### config.mk
export PLATFORM = sky130hd
export DESIGN_NAME = extend_unit
export DESIGN_NICKNAME = d
export VERILOG_FILES = /design/src/rtl/extend_unit_pkg.sv /design/src/rtl/extend_unit_imm_decode.sv /design/src/rtl/extend_unit.sv
export SDC_FILE = /design/constraint.sdc
export NUM_CORES = 1
export LEC_CHECK = 0
export BUFFER_PORTS_ARGS = -buffer_cell sky130_fd_sc_hd__clkbuf_2
export CORE_UTILIZATION = 38
export DETAILED_ROUTE_END_ITERATION = 7
export GPL_ROUTABILITY_DRIVEN = 0
export PLACE_DENSITY = 0.75
export SYNTH_ARGS = -nofsm -noshare
export SYNTH_HDL_FRONTEND = slang
export SYNTH_SLANG_ARGS = --single-unit
### constraint.sdc
create_clock -name clk -period 0.9 [get_ports clk]
set_clock_uncertainty 0.15 [all_clocks]
set_input_delay 0.18 -clock clk [delete_from_list [all_inputs] [get_ports clk]]
set_output_delay 0.18 -clock clk [all_outputs]
set_load 0.02 [all_outputs]
### src/rtl/extend_unit_pkg.sv
// Shared definitions for the immediate extend unit.
//   XLEN      - data path width
//   immsrc_e  - immediate format select encoding (I/S/B/J)
package extend_unit_pkg;

    localparam int XLEN = 32;

    typedef enum logic [1:0] {
        IMM_I = 2'b00,
        IMM_S = 2'b01,
        IMM_B = 2'b10,
        IMM_J = 2'b11
    } immsrc_e;

endpackage

### src/rtl/extend_unit_imm_decode.sv
// imm_decode: purely combinational immediate decoder.
//   instr  [31:7] - instruction bits (opcode bits [6:0] not needed)
//   immsrc [1:0]  - format select (see immsrc_e)
//   imm    [31:0] - sign-extended immediate; sign always instr[31]
module imm_decode
    import extend_unit_pkg::*;
(
    input  logic [31:7]     instr,
    input  logic [1:0]      immsrc,
    output logic [XLEN-1:0] imm
);

    always_comb begin
        imm = '0;
        case (immsrc_e'(immsrc))
            IMM_I: imm = {{20{instr[31]}}, instr[31:20]};
            IMM_S: imm = {{20{instr[31]}}, instr[31:25], instr[11:7]};
            // branch/jump offsets are halfword aligned, so bit 0 is fixed at 0
            IMM_B: imm = {{19{instr[31]}}, instr[31], instr[7],
                          instr[30:25], instr[11:8], 1'b0};
            IMM_J: imm = {{11{instr[31]}}, instr[31], instr[19:12],
                          instr[20], instr[30:21], 1'b0};
            default: imm = '0;
        endcase
    end

endmodule

### src/rtl/extend_unit.sv
// extend_unit: immediate decoder with an optional output register.
//   REG_OUT   - 1: registered outputs (1-cycle latency); 0: combinational,
//               clk/reset unused
//   clk       - rising-edge clock
//   reset     - asynchronous active-high reset
//   in_valid  - qualifies instr/immsrc for capture
//   instr     - instruction bits [31:7]
//   immsrc    - immediate format select
//   immext    - sign-extended immediate
//   out_valid - immext holds a result captured from a valid input
module extend_unit
    import extend_unit_pkg::*;
#(
    parameter bit REG_OUT = 1'b1
) (
    input  logic            clk,
    input  logic            reset,
    input  logic            in_valid,
    input  logic [31:7]     instr,
    input  logic [1:0]      immsrc,
    output logic [XLEN-1:0] immext,
    output logic            out_valid
);

    logic [XLEN-1:0] imm;

    imm_decode u_imm_decode (
        .instr  (instr),
        .immsrc (immsrc),
        .imm    (imm)
    );

    generate
        if (REG_OUT) begin : g_reg
            // immext only loads on valid input so it holds across idle cycles;
            // out_valid tracks whether the last edge actually captured.
            always_ff @(posedge clk or posedge reset) begin
                if (reset) begin
                    immext    <= '0;
                    out_valid <= 1'b0;
                end else begin
                    out_valid <= in_valid;
                    if (in_valid) begin
                        immext <= imm;
                    end
                end
            end
        end else begin : g_comb
            always_comb begin
                immext    = imm;
                out_valid = in_valid;
            end
        end
    endgenerate

endmodule

After elaboration in Yosys (flattened, before gate mapping)
Index checks and enable logic that the tools add are counted.
{"block": "totals", "word_cells": 7, "regBits": 33}
{"block": "classes", "mux": 1, "reduce_logical": 1, "n_eq_ne": 3}
{"operator": "case mux 32 bit (4 select lines)", "n": 1}
{"operator": "== test 2 bit (second input constant)", "n": 2}
{"operator": "== test 2 x 1 -> 1 bit (second input constant)", "n": 1}
{"operator": "zero test 2 bit", "n": 1}

Logic depth before layout (Yosys ltp)
{"block": "logic_depth", "depth_word": 2, "mapped_depth": 4, "ltp_nobuf": 3}

By module
Synthesis repeated with hierarchy kept, for this count alone.
{"block": "unflattened", "cells_unflattened": 109, "hier_area_um2": 1696.6}
{"mod": "extend_unit", "area_each_um2": 1373.8, "cells_each": 70, "seq_area_each_um2": 825.8, "instances": 1}
{"mod": "imm_decode", "area_each_um2": 322.8, "cells_each": 39, "seq_area_each_um2": 0.0, "instances": 1}

Least setup slack after synthesis
OpenSTA, ideal clock, no wires.
{"block": "synth_timing", "path_type": "register to output", "startpoint": "register immext[30] (netlist name)", "endpoint": "output port immext[21]", "path_buffers": 1, "arrival_ns": 0.808, "path_slack_ns": -0.238, "path_stages_with_launch": 2, "required_ns": 0.570, "cell_sequence": "dfrtp_1 > buf_4"}
{"item": "end, declared", "line": "extend_unit.sv:21", "rtl": "output logic [XLEN-1:0] immext,"}

==> flow_metrics.env <==
export IMPL_status="complete, but fails checks"
export IMPL_violations="negative hold slack, negative setup slack"
export IMPL_first_iter_violations=14
export IMPL_ios=63
export IMPL_ys_warn_count=0
export IMPL_hold_class="in -> reg"
export IMPL_drt_wl_total_um=2570
export IMPL_vias_per_cell=4.74
export IMPL_setup_slack_ns=-0.409
export IMPL_antenna_found_initial=0
export IMPL_grt_pass1_vias=789
export IMPL_postSynthAreaPerCell_um2=11.1
export IMPL_grt_max_degree=23
export IMPL_critical_path_required_ns=0.57
export IMPL_initial_utilization_pct=40.9
export IMPL_post_route_min_period_ns=1.31
export IMPL_overflow=0
export IMPL_hold_buffers=1
export IMPL_power_mw=2.68
export IMPL_setup_tns_ns=-11.45
export IMPL_p_per_area_nw_per_um2=1570
export IMPL_ys_seq_area_share_pct=53.9
export IMPL_slew_violations=0
export IMPL_final_cells=187
export IMPL_relSlewSlack_pct=84.0
export IMPL_syn2layout_area_growth_pct=66.6
export IMPL_setup_viol=48
export IMPL_fmax_mhz=764
export IMPL_grt_pass1_wl_um=3320
export IMPL_multi_input_area_um2=437
export IMPL_port_buffers=62
export IMPL_die_h_um=53.9
export IMPL_crit_buf_inv=1
export IMPL_ir_worst_vdd_uv=1070
export IMPL_cp_start_kind="flip-flop"
export IMPL_regArea_um2=561
export IMPL_path_max_fanout=13
export IMPL_htreeDepth=1
export IMPL_rsz0062_at_grt="true"
export IMPL_cts_sinks=22
export IMPL_post_route_util_pct=68.1
export IMPL_fin_crit_sh_pct=145
export IMPL_crit_family="flip-flops"
export IMPL_hold_violations=6
export IMPL_drc=0
export IMPL_clk_pin_slew_ns=0.12
export IMPL_synthCells=92
export IMPL_netlist_area_um2=1020
export IMPL_ys_types=12
export IMPL_clkLatencyLatePin_ns=0.30
export IMPL_cts_made_buffers=3
export IMPL_layout_commonest_cell="clkbuf_2"
export IMPL_track_usage_pct=16.2
export IMPL_drt_first_pass_iters=4
export IMPL_ant_nets=0
export IMPL_slowest_stage="dfrtp_2"
export IMPL_die_width_um=53.9
export IMPL_timing_hold_ws_ns=-0.0550
export IMPL_syn_nets=122
export IMPL_path_cells="clkbuf_4"
export IMPL_cellLeakagePower_nw=0.830
export IMPL_drive_gt1_share_pct=68.8
export IMPL_fin_nets=188
export IMPL_reg2reg_slack_ns=-0.11
export IMPL_synth_seq_cells=22
export IMPL_wl_per_cell_um=13.8
export IMPL_mostFrequentLayoutCells="clkbuf_2, buf_6, dfrtp_1, a21oi_1"
export IMPL_drv_cap=0
export IMPL_tritoncts="built"
export IMPL_cp_end_kind="output port"
export IMPL_rows=18
export IMPL_worstMarginPinSlew_ns=0.239
export IMPL_crit_path_max_incr_delay_ns=0.48
export IMPL_clockBufferDepth=2
export IMPL_criticalPathCategory="reg -> out"
export IMPL_critPathArrivalTime_ns=0.98
export IMPL_place_inst=176
export IMPL_num_vias=886
export IMPL_num_fill_cells=198
export IMPL_antenna_cells=0
export IMPL_ctsRootBufferMaster="clkbuf_4"
export IMPL_coreArea_um2=2500
export IMPL_place_hpwl_um=1640
export IMPL_die_area_um2=2900
## through the flow
| stage | setup slack (ns) | cell area [um2] |
|---|---|---|
| final | -0.409 | 1700 |
| after global routing | -0.490 | 1700 |
| after CTS | -0.445 | 1470 |
| after detailed placement | -0.325 | 1410 |
| after global placement | -0.274 | 1410 |
| after floorplan | -0.139 | 1110 |
## final timing paths
path / start / endpoint / depth (start not counted)
hold / removal: instr[30] / immext[10] / 2
setup reg to reg: immext[30] / immext[30] / 1
max in group asynchronous: reset / immext[9] / 4
hold reg to reg: immext[17] / immext[17] / 2
min in group asynchronous: reset / immext[7] / 4
setup / recovery: immext[30] / immext[31] / 1
## area by class of cell
class	count	area share (%)
repair buffers	78	36.9
flip-flops and latches	22	32.9
multi-input cells	52	25.6
well taps	30	2.20
clock buffers	4	2.13
inverters	1	0.220
## cells by family (layout without fill, tap and decap cells)
logic type             count (synthesis)  after routing  share of synthesized area, %
AO/OA/AOI/OAI                         22             22                          12.4
XOR/XNOR                               1              1                          1.59
multiplexers                          15             15                          15.8
buffers and inverters                 18             83                          11.3
AND/OR/NAND/NOR                       14             14                          5.14
flip-flops                            22             22                          53.9
## registers in the layout, summed over array words and instances, names as in the netlist
name       cells
immext        21
out_valid      1
## synth_stat cells
master,instances,area (um2)
dfrtp_1,22,551
nor2_1,14,52.6
a21oi_1,13,65.1
buf_4,11,82.6
mux2_2,9,101
a31oi_1,8,50.1
mux2i_1,6,60.1
buf_2,5,25.0
a21boi_2,1,11.3
clkbuf_1,1,3.75
inv_1,1,3.75
xor2_2,1,16.3
## power breakdown
group          internal (mW)  switching, mW  total [mW]
registers               1.10         0.0894        1.19
logic                  0.495          0.457       0.953
clock network          0.247          0.290       0.537
## timing repair
action / CTS / global route
pin swaps: 0 / 4
buffers inserted: 0 / 6
setup endpoints to repair: 42 / 52
gates resized for setup: 6 / 87
hold endpoints to repair: 30 / 7
## metal layers
metal,share of wire (%),GRT usage (%),wire length [um]
met1,40,18.6,1030
met2,53,27.8,1360
met3,5.5,2.54,142
met4,1.8,10.5,47
met5,0,0,0
Power figures use the tool's default switching activity.
